[src/rtl/hazard_ctrl_unit.sv]
// Pipeline hazard controller: load-use bubbles, HI/LO busy interlock, branch/jump flushes.
// Emits per-stage PC / IF-ID / ID-EX steering codes and a saturating stall counter.
module hazard_ctrl_unit #(
   parameter int unsigned USE_DELAY_SLOT  = 0,
   parameter int unsigned LU_STALL_CYCLES = 1,
   parameter int unsigned MDU_LATENCY     = 4
) (
   input  logic        clk,
   input  logic        reset,
   input  logic        IFID_MemWr,
   input  logic [4:0]  IFID_Rs,
   input  logic [4:0]  IFID_Rt,
   input  logic        IDEX_MemRead,
   input  logic [4:0]  IDEX_Rt,
   input  logic [1:0]  ID_willjump,
   input  logic        EX_willbranch,
   input  logic        ID_mdu_start,
   input  logic        ID_hilo_read,
   output logic [1:0]  PC_choice,
   output logic [1:0]  IFID_choice,
   output logic [1:0]  IDEX_choice,
   output logic        mdu_busy,
   output logic [31:0] stall_count
);

   localparam logic [1:0] ChFlush = 2'b00;
   localparam logic [1:0] ChNorm  = 2'b01;
   localparam logic [1:0] ChKeep  = 2'b10;

   typedef enum logic [0:0] {StRun, StLuWait} state_e;

   state_e      state_q, state_d;
   logic [2:0]  lu_cnt_q, lu_cnt_d;
   logic [5:0]  mdu_cnt_q, mdu_cnt_d;
   logic [31:0] stall_count_q, stall_count_d;
   logic        load_use;
   logic        mdu_hazard;
   logic        stall;

   // r0 is deliberately not exempt; a store only reads Rt as data, so it is excluded.
   assign load_use = IDEX_MemRead &&
                     ((IDEX_Rt == IFID_Rs) || (!IFID_MemWr && (IDEX_Rt == IFID_Rt)));

   assign mdu_busy    = !reset && (mdu_cnt_q != 6'd0);
   assign mdu_hazard  = mdu_busy && (ID_hilo_read || ID_mdu_start);
   assign stall_count = stall_count_q;

   always_comb begin
      PC_choice   = ChNorm;
      IFID_choice = ChNorm;
      IDEX_choice = ChNorm;
      state_d     = state_q;
      lu_cnt_d    = lu_cnt_q;
      stall       = 1'b0;

      if (reset) begin
         IFID_choice = ChFlush;
         IDEX_choice = ChFlush;
         state_d     = StRun;
         lu_cnt_d    = 3'd0;
      end else if (EX_willbranch) begin
         IFID_choice = ChFlush;
         IDEX_choice = ChFlush;
         state_d     = StRun;
         lu_cnt_d    = 3'd0;
      end else if (state_q == StLuWait) begin
         stall    = 1'b1;
         lu_cnt_d = lu_cnt_q - 3'd1;
         if (lu_cnt_q == 3'd1) begin
            state_d = StRun;
         end
      end else if (load_use) begin
         stall = 1'b1;
         if (LU_STALL_CYCLES > 1) begin
            state_d  = StLuWait;
            lu_cnt_d = 3'(LU_STALL_CYCLES - 1);
         end
      end else if (mdu_hazard) begin
         stall = 1'b1;
      end else if ((USE_DELAY_SLOT == 0) && (ID_willjump != 2'b00)) begin
         IFID_choice = ChFlush;
      end

      if (stall) begin
         PC_choice   = ChKeep;
         IFID_choice = ChKeep;
         IDEX_choice = ChFlush;
      end
   end

   // The mult/div only issues if it actually advances into ID/EX this cycle.
   always_comb begin
      mdu_cnt_d = mdu_cnt_q;
      if (ID_mdu_start && (IDEX_choice == ChNorm)) begin
         mdu_cnt_d = 6'(MDU_LATENCY);
      end else if (mdu_cnt_q != 6'd0) begin
         mdu_cnt_d = mdu_cnt_q - 6'd1;
      end
   end

   always_comb begin
      stall_count_d = stall_count_q;
      if (stall && (stall_count_q != 32'hFFFF_FFFF)) begin
         stall_count_d = stall_count_q + 32'd1;
      end
   end

   always_ff @(posedge clk) begin
      if (reset) begin
         state_q       <= StRun;
         lu_cnt_q      <= 3'd0;
         mdu_cnt_q     <= 6'd0;
         stall_count_q <= 32'd0;
      end else begin
         state_q       <= state_d;
         lu_cnt_q      <= lu_cnt_d;
         mdu_cnt_q     <= mdu_cnt_d;
         stall_count_q <= stall_count_d;
      end
   end

endmodule

[config.mk]
export PLATFORM = sky130hd
export DESIGN_NAME = hazard_ctrl_unit
export DESIGN_NICKNAME = d
export VERILOG_FILES = /design/src/rtl/hazard_ctrl_unit.sv
export SDC_FILE = /design/constraint.sdc
export NUM_CORES = 1
export LEC_CHECK = 0
export BUFFER_PORTS_ARGS = -buffer_cell sky130_fd_sc_hd__buf_4
export CORE_MARGIN = 4
export CORE_UTILIZATION = 53
export DETAILED_ROUTE_END_ITERATION = 7
export MAX_ROUTING_LAYER = met4
export PLACE_DENSITY = 0.8
export REMOVE_ABC_BUFFERS = 1
export SLEW_MARGIN = 20
export SYNTH_ARGS = -nofsm -noshare
export SYNTH_HDL_FRONTEND = slang
export SYNTH_SLANG_ARGS = --single-unit
[constraint.sdc]
create_clock -name clk -period 3.3 [get_ports clk]
set_clock_uncertainty 0.15 [all_clocks]
set_input_delay 0.495 -clock clk [delete_from_list [all_inputs] [get_ports clk]]
set_output_delay 0.495 -clock clk [all_outputs]
set_load 0.02 [all_outputs]
==> key figures, run 1 <==
Cells and area
  • Fin area: 2910 um^2
  • Final #Nets: 373
  • Syn-to-layout area delta: 21.2%
  • Commonest non-fill, non-tap cell in the layout: buf_4
  • Most frequent cells in the layout: 64 x buf_4, 42 x dfxtp_1, 27 x nand2_1, 22 x nor2_1, 21 x a21oi_1
  • N_diodes: 0
  • Share of cells above drive strength 1: 24.1%
  • Filler cell count: 386

STA
  • Slew Viols, Final: 0
  • Finish-stage setup viols: 0
  • RSZ-0062 raised after global routing: no
  • Tightest Pin Transition: 0.738 ns
  • Fmax: 340 MHz
  • Minimum clock period: 2.94 ns
  • Setup TNS Final: 0 ns
  • Hold WS: 0.333 ns
  • Slew HR: 50.8%
  • Fin. Hold Viols: 0
  • Final worst slack: 0.357 ns
  • Final period utilization: 89.2%

Synthesis
  • Syn. warnings: 0
  • Syn_area_per_cell: 8.16 um^2
  • Area of the mapped netlist: 2400 um^2
  • Yosys reg bits: 42
  • Post-Syn Instances: 294
  • Sequential fraction of the synthesis area: 35.0%
  • Netlist cell types: 47

Global routing
  • Met2 global-route usage: 37.6%
  • GRT busiest layer: met2
  • Vias in the first global route: 2153
  • Initial antenna violation count: 0
  • Met3 Usage GRT: 3.96%
  • Largest net degree at the start of global routing: 59
  • GR Util All Layers: 22.4%
  • GR Util met1: 27.5%
  • Grt ovf: 0
  • Global-route wire length before repair: 9.69 mm

Run status
  • Status: finished, final reports clean

Floorplanning
  • Die Footprint: 5670 um^2
  • Die height: 75.3 um
  • Starting density of the core: 55.1%
  • Core area: 4350 um^2
  • I/O pin total: 63
  • Num rows: 24
  • Die Wd: 75.3 um

Routing
  • DRC: 0
  • Avg WL per Cell: 14.8 um
  • Via count: 2367
  • DRT antenna net count: 0
  • Routed WL: 5.86 mm
  • DRT Pass-1 Iters: 5
  • Mean number of vias per cell: 5.98
  • Starting DRC count in detailed routing: 121

Min path
  • HP Class: reg2reg

Clock network
  • Clock Latency Late Sink: 0.29 ns
  • CTS tree: built
  • Root Driver: clkbuf_8
  • Clock slew at reported path FFs: 0.08 ns
  • Hold Buf Count CTS: 0
  • Clock Tree Buf Depth: 2
  • Post-CTS setup repair buffer count: 0
  • CTS Sinks: 42
  • Post-cts sizing count: 0
  • H-tree depth: 2
  • TritonCTS Buffers: 5

Power and ir drop
  • Maximum vdd drop: 308 uV
  • P_leak: 1.06 nW
  • PD cells: 434 nW/um^2
  • Total power: 1.26 mW

Place
  • Port Buffers: 61
  • Pre-CTS setup slack: 0.340 ns
  • Placement Cell Area: 2830 um^2
  • Hpwl dp: 4.27 mm
  • Routability cong.: 0.791

Worst setup path
  • CP Class: reg2out
  • Worst setup SP type: register
  • CP Data Arrival Time: 2.30 ns
  • Required @ worst endpoint: 2.65 ns
  • Worst Setup End Kind: output pin
  • Top fanout value on the critical path: 58

Flow run
  • Maximum Capacitance Violations: 0
==> layer usage <==
layer  up-vias  share of wire (%)
met2        53                 52
met4         0               0.78
met3         6                5.7
met5         -                  0
li1       1187                  -
met1      1121                 42
==> cell usage after synthesis, drive strengths merged <==
master,n,share of area (%)
nand4b,1,0.37
conb,1,0.16
nor3,5,1.0
or3b,1,0.37
or2,3,0.78
nor2,22,3.4
nor4,3,1.0
clkbuf,12,1.9
and3,2,0.52
xor2,3,1.1
o31ai,8,2.5
a21oi,21,4.4
o21ai,14,3.1
and4,2,0.83
ha,5,2.6
o211ai,2,0.63
a211oi,1,0.31
nand4,15,3.9
o311ai,7,2.6
o41ai,6,2.2
or4,16,5.0
or4b,3,1.3
nand3,10,2.3
buf,9,2.9
inv,12,1.9
xnor2,14,5.1
and2,1,0.26
o21a,1,0.31
or3,11,2.9
nor2b,4,1.0
nand2,27,4.2
and4b,1,0.42
dfxtp,42,35
nor4b,1,0.37
nor3b,2,0.63
mux2,4,1.9
o32a,2,0.83
==> through the flow <==
stage          cells  utilization (%)
2_1_floorplan    273                -
3_3_place_gp     389             65.0
3_5_place_dp     389             65.0
4_1_cts          396             66.8
5_1_grt          396             66.8
6_report         396             66.8
==> flip-flops by register name, indices dropped and copies added (netlist names) <==
name	cells
mdu_cnt_q	6
state_q	1
stall_count	32
lu_cnt_q	3
==> critical path, cell delays in order (launching register included) <==
cell and delay [ns]:
dfxtp_1 0.33, inv_1 0.11, ha_1 0.17, or3b_2 0.44, o32a_1 0.18, nand2_1 0.08, o21ai_2 0.11, inv_4 0.36
buf_4 0.23
==> power by group <==
group	internal [mW]	total, mW	switching, mW
Clock	0.146	0.311	0.165
Sequential	0.545	0.577	0.0328
Combinational	0.167	0.375	0.208
==> area by class of cell <==
class                           count  area, um^2  area share, %
Inverter                           12        47.5           1.63
Multi-Input combinational cell    219        1400           48.1
Clock buffer                        7        76.3           2.62
Sequential cell                    42         841           28.9
Tap cell                           52        65.1           2.24
Timing Repair Buffer               64         480           16.5
==> path summary, 6_finish.rpt <==
| check | cells after the start | start | end | slack (ns) |
|---|---|---|---|---|
| setup / recovery | 8 | mdu_cnt_q[0]$_SDFFE_PP0P_ | PC_choice[0] | 0.36 |
| hold / removal | 2 | lu_cnt_q[1]$_SDFFE_PP0P_ | lu_cnt_q[1]$_SDFFE_PP0P_ | 0.33 |
| setup reg to reg | 7 | stall_count[24]$_SDFFE_PP0P_ | stall_count[4]$_SDFFE_PP0P_ | 0.53 |
| hold reg to reg | 2 | lu_cnt_q[1]$_SDFFE_PP0P_ | lu_cnt_q[1]$_SDFFE_PP0P_ | 0.33 |
==> cell families (layout without fill, tap and decap cells) <==
kind of cell	after synthesis	count (layout)	synth area share (%)
adder cells (fa/ha/maj)	5	5	2.61
multiplexers	4	4	1.88
AO/OA/AOI/OAI	62	62	16.8
other	1	1	0.156
XOR/XNOR	17	17	6.20
AND/OR/NAND/NOR	130	130	30.7
flip-flops	42	42	35.0
buffers and inverters	33	83	6.67
Power figures use the tool's default switching activity.
==> inputs of run 2 (changes only) <==
- CORE_MARGIN: 4 -> 2
- CORE_UTILIZATION: 53 -> 48
- PLACE_DENSITY: 0.8 -> 0.77
- clock period: 3.3 -> 2.4 ns (I/O delays scaled with it)
==> key figures, run 2 (synthesis results as in run 1) <==
Run status
  • Status: complete, but fails checks
  • Failing checks: negative setup slack

Global routing
  • Largest net degree at the start of global routing: 32
  • Initial antenna violation count: 0
  • Global-route wire length before repair: 11.0 mm
  • Vias in the first global route: 2417
  • GR Util All Layers: 26.2%
  • Grt ovf: 0

Cells and area
  • N_diodes: 0
  • Final #Nets: 424
  • Share of cells above drive strength 1: 38.9%
  • Most frequent cells in the layout: 107 x buf_4, 37 x dfxtp_1, 27 x nand2_1, 21 x nor2_1, 17 x a21oi_1
  • Util after Layout: 72.6%
  • Commonest non-fill, non-tap cell in the layout: buf_4
  • Syn-to-layout area delta: 44.7%
  • Layout Cells excl Fill: 463
  • Max reg flops: 32

STA
  • Fmax: 394 MHz
  • Slew Viols, Final: 0
  • RSZ-0062 raised after global routing: yes
  • Fin. Hold Viols: 0
  • Final worst slack: -0.140 ns
  • Hold WS: 0.247 ns
  • Finish-stage setup viols: 4
  • Final period utilization: 106%
  • Setup TNS Final: -0.314 ns
  • Minimum clock period: 2.54 ns

Place
  • Routability cong.: 0.848
  • Pre-CTS setup slack: -0.0749 ns
  • Port Buffers: 61
  • Hpwl dp: 4.84 mm
  • # placed instances: 445

Clock network
  • H-tree depth: 2
  • Root Driver: clkbuf_8
  • CTS tree: built
  • Hold Buf Count CTS: 0
  • Clock slew at reported path FFs: 0.07 ns
  • Clock Latency Late Sink: 0.30 ns
  • TritonCTS Buffers: 5
  • Clock Tree Buf Depth: 2
  • CTS Sinks: 42

Worst setup path
  • Worst setup SP type: register
  • Top fanout value on the critical path: 2
  • Required @ worst endpoint: 1.89 ns
  • Worst path max stage delay: 0.37 ns
  • CP Data Arrival Time: 2.03 ns
  • Worst Setup End Kind: output pin
  • CP cell instances: inv_2, ha_4, or3b_4, o32a_1, nor2_2, o21a_1, nor3b_2, buf_4
  • CP Class: reg2out
  • Worst path top cell family by delay: simple AND/OR/NAND/NOR gates
  • CP max-delay cell: or3b_4
  • Worst path bufs/invs: 2

Routing
  • Routed WL: 7.07 mm
  • Avg WL per Cell: 15.3 um
  • Mean number of vias per cell: 5.68
  • Starting DRC count in detailed routing: 147
  • DRC: 0
  • DRT antenna net count: 0
  • Via count: 2628
  • DRT Pass-1 Iters: 4

Floorplanning
  • I/O pin total: 63
  • Num rows: 25
  • Starting density of the core: 50.1%
  • Die height: 74.7 um
  • Die Wd: 74.7 um
  • Core area: 4790 um^2
  • Die Footprint: 5580 um^2

Min path
  • HP Class: in2reg

Flow run
  • Maximum Capacitance Violations: 0

Power and ir drop
  • PD cells: 599 nW/um^2
  • P_leak: 1.35 nW
  • Maximum vdd drop: 361 uV
==> run 2: cell types whose count changed in the layout (fill, tap and decap cells not counted), moves of 2 or more <==
cell,previous run,this run
dfxtp_2,0,5
inv_1,11,9
nor4_1,2,0
nor4_4,0,2
dfxtp_1,42,37
a21oi_2,0,4
inv_2,0,2
a21oi_1,21,17
buf_4,64,107
buf_6,0,7
==> run 2: where the power goes <==
group | switching (mW) | internal [mW] | total, mW
combinational | 0.344 | 0.385 | 0.729
clock | 0.249 | 0.312 | 0.561
sequential | 0.0404 | 0.752 | 0.792
==> run 2: worst register-to-register path, cell delays in order (launching register included) <==
cell     delay (ns)
dfxtp_2        0.34
inv_2          0.05
ha_4           0.15
or3b_4         0.22
o32a_1         0.18
nand2_1        0.08
o21ai_2        0.11
inv_4          0.07
buf_6          0.16
buf_6          0.15
or4_1          0.52
a21oi_1        0.19
==> run 2: area by class of cell <==
type,instances,area (um^2)
multi-input cells,219,1490
fillers,367,1310
repair buffers,115,902
flip-flops and latches,42,847
well taps,67,83.8
clock buffers,7,76.3
inverters,12,47.5
clock inverters,1,30.0
==> run 2: path summary, 6_finish.rpt <==
| check | depth (start not counted) | to | startpoint | slack, ns |
|---|---|---|---|---|
| max | 8 | IFID_choice[0] | mdu_cnt_q[0]$_SDFFE_PP0P_ | -0.14 |
| min | 3 | mdu_cnt_q[2]$_SDFFE_PP0P_ | ID_mdu_start | 0.25 |
| max reg2reg | 11 | stall_count[24]$_SDFFE_PP0P_ | mdu_cnt_q[0]$_SDFFE_PP0P_ | -0.05 |
| min reg2reg | 2 | lu_cnt_q[1]$_SDFFE_PP0P_ | lu_cnt_q[1]$_SDFFE_PP0P_ | 0.35 |
==> run 2: layer usage <==
layer / vias up / global-route usage (%) / share of wire [%]
met5: - / - / 0
met4: 0 / 8.33 / 1.6
li1: 1294 / - / -
met3: 14 / 5.35 / 5.6
met1: 1236 / 32.6 / 42
met2: 84 / 42.8 / 51
==> run 2: per-stage QoR <==
| step | total power [mW] | instance area, um^2 |
|---|---|---|
| after floorplan | 1.16 | 2280 |
| after detailed placement | 1.40 | 3170 |
| after CTS | 2.03 | 3360 |
| final | 2.08 | 3470 |
| after global placement | 1.38 | 3170 |
| after global routing | 2.19 | 3470 |
==> run 2: timing repair <==
item | 4_1_cts | 5_1_grt
gates resized for setup | 14 | 20
pin swaps | 4 | 6
buffers inserted | 5 | 5
setup endpoints to repair | 5 | 29
==> inputs of run 3 (changes only) <==
- CELL_PAD_IN_SITES_DETAIL_PLACEMENT: not set -> 1
- CELL_PAD_IN_SITES_GLOBAL_PLACEMENT: not set -> 1
- CORE_UTILIZATION: 48 -> 35
- PLACE_DENSITY: 0.77 -> not set
- PLACE_DENSITY_LB_ADDON: not set -> 0.1
==> key figures, run 3 (synthesis results as in run 1) <==
Run status
  • Status: complete, but fails checks
  • Failing checks: negative setup slack

Routing
  • Routed WL: 9.43 mm
  • DRT antenna net count: 0
  • Starting DRC count in detailed routing: 103
  • DRC: 0
  • DRT Pass-1 Iters: 4
  • Avg WL per Cell: 18.6 um
  • Via count: 2807
  • Mean number of vias per cell: 5.55

Clock network
  • TritonCTS Buffers: 5
  • Clock slew at reported path FFs: 0.08 ns
  • CTS tree: built
  • H-tree depth: 2
  • Clock Latency Late Sink: 0.30 ns
  • Hold Buf Count CTS: 0
  • Root Driver: clkbuf_8
  • Clock Tree Buf Depth: 2
  • CTS Sinks: 42

Global routing
  • Largest net degree at the start of global routing: 33
  • Vias in the first global route: 2536
  • Grt ovf: 0
  • GR Util All Layers: 21.0%
  • Initial antenna violation count: 0
  • Global-route wire length before repair: 12.2 mm

Worst setup path
  • Required @ worst endpoint: 1.89 ns
  • CP Data Arrival Time: 2.07 ns
  • Worst setup SP type: register
  • Worst path max stage delay: 0.36 ns
  • CP Class: reg2out
  • CP max-delay cell: or3b_4
  • Worst Setup End Kind: output pin
  • CP cell instances: inv_2, ha_4, or3b_4, o32a_1, buf_6, nor2_4, o21a_1, nor3b_2, buf_4
  • Top fanout value on the critical path: 2

STA
  • Minimum clock period: 2.58 ns
  • Fin. Hold Viols: 0
  • RSZ-0062 raised after global routing: yes
  • Finish-stage setup viols: 28
  • Final period utilization: 107%
  • Final worst slack: -0.180 ns
  • Slew Viols, Final: 0
  • Fmax: 388 MHz

Floorplanning
  • Num rows: 30
  • I/O pin total: 63
  • Core area: 6720 um^2
  • Die height: 86.8 um
  • Starting density of the core: 35.7%
  • Die Wd: 86.8 um
  • Die Footprint: 7540 um^2

Power and ir drop
  • P_leak: 1.58 nW
  • PD cells: 567 nW/um^2
  • Total power: 2.28 mW
  • Maximum vdd drop: 224 uV

Place
  • Pre-CTS setup slack: -0.129 ns
  • Port Buffers: 61
  • Routability cong.: 0.797
  • Placement Cell Area: 3290 um^2
  • Hpwl dp: 5.51 mm

Cells and area
  • Filler cell count: 768
  • Commonest non-fill, non-tap cell in the layout: buf_4
  • Fin area: 4020 um^2
  • Syn-to-layout area delta: 67.5%
  • N_diodes: 0
  • Most frequent cells in the layout: 117 x buf_4, 38 x dfxtp_1, 23 x buf_6, 22 x nand2_1, 21 x nor2_1
  • Max reg flops: 32
  • Final #Nets: 454
  • Footprint of the multi-input gates: 1730 um^2
  • Share of cells above drive strength 1: 51.9%
  • Sequential Area: 846 um^2

Flow run
  • Maximum Capacitance Violations: 0

Min path
  • HP Class: in2reg
[run 3: cell count changes in the layout (fill, tap and decap cells not counted), sizes merged]
cell	before	now
clkbuf	7	8
clkinvlp	0	1
bufinv	1	0
buf	115	143
clkinv	0	1
[run 3: cell type report]
cell class | count | share of cell area [%]
tap | 80 | 2.49
timing repair buffer | 144 | 29.8
sequential | 42 | 21.0
inverter | 12 | 1.18
clock inverter | 1 | 0.124
multi-input combinational | 219 | 43.0
timing repair inverter | 1 | 0.187
clock buffer | 7 | 2.15
[run 3: per-stage QoR]
step / hold slack [ns] / std cells / TNS, ns / util, %
5_1_grt: 0.295 / 506 / -4.24 / 59.8
6_report: 0.301 / 506 / -1.77 / 59.8
3_3_place_gp: 0.316 / 473 / -0.324 / 48.9
4_1_cts: 0.274 / 487 / -0.893 / 52.3
3_5_place_dp: 0.329 / 473 / -0.979 / 48.9
2_1_floorplan: 0.279 / 273 / -8.57 / -
[run 3: metal layers]
layer  share of wire, %  global-route usage [%]  up-vias  wire, um
met1                 43                    26.3     1389      4040
met4                1.7                    6.11        0       162
met2                 52                    34.5       56      4930
li1                   -                       -     1349         -
met3                3.1                    3.81       13       293
met5                  0                       -        -         0
[run 3: what timing repair did]
action	CTS	global route
buffers inserted	5	17
gates cloned	1	2
pin swaps	8	39
gates resized for setup	24	83
endpoints found under the setup margin	7	35
[run 3: worst max-delay path, delay by kind of cell, from the launching register on]
| kind | cells | cell delay [ns] |
|---|---|---|
| fa+ha+maj | 1 | 0.12 |
| compound gates | 2 | 0.34 |
| buf+inv | 3 | 0.37 |
| simple gates | 3 | 0.59 |
| flops | 1 | 0.34 |
[run 3: report_power, final]
group	internal [mW]	switching, mW
Sequential	0.752	0.0414
Combinational	0.518	0.472
Clock	0.233	0.263
Total	1.50	0.777
[run 3: worst paths after layout]
path | startpoint | endpoint | slack, ns | cells past startpoint
setup / recovery | mdu_cnt_q[0]$_SDFFE_PP0P_ | IFID_choice[0] | -0.18 | 9
hold / removal | ID_mdu_start | mdu_cnt_q[2]$_SDFFE_PP0P_ | 0.30 | 3
setup reg to reg | mdu_cnt_q[0]$_SDFFE_PP0P_ | stall_count[18]$_SDFFE_PP0P_ | -0.17 | 12
hold reg to reg | lu_cnt_q[1]$_SDFFE_PP0P_ | lu_cnt_q[1]$_SDFFE_PP0P_ | 0.34 | 2
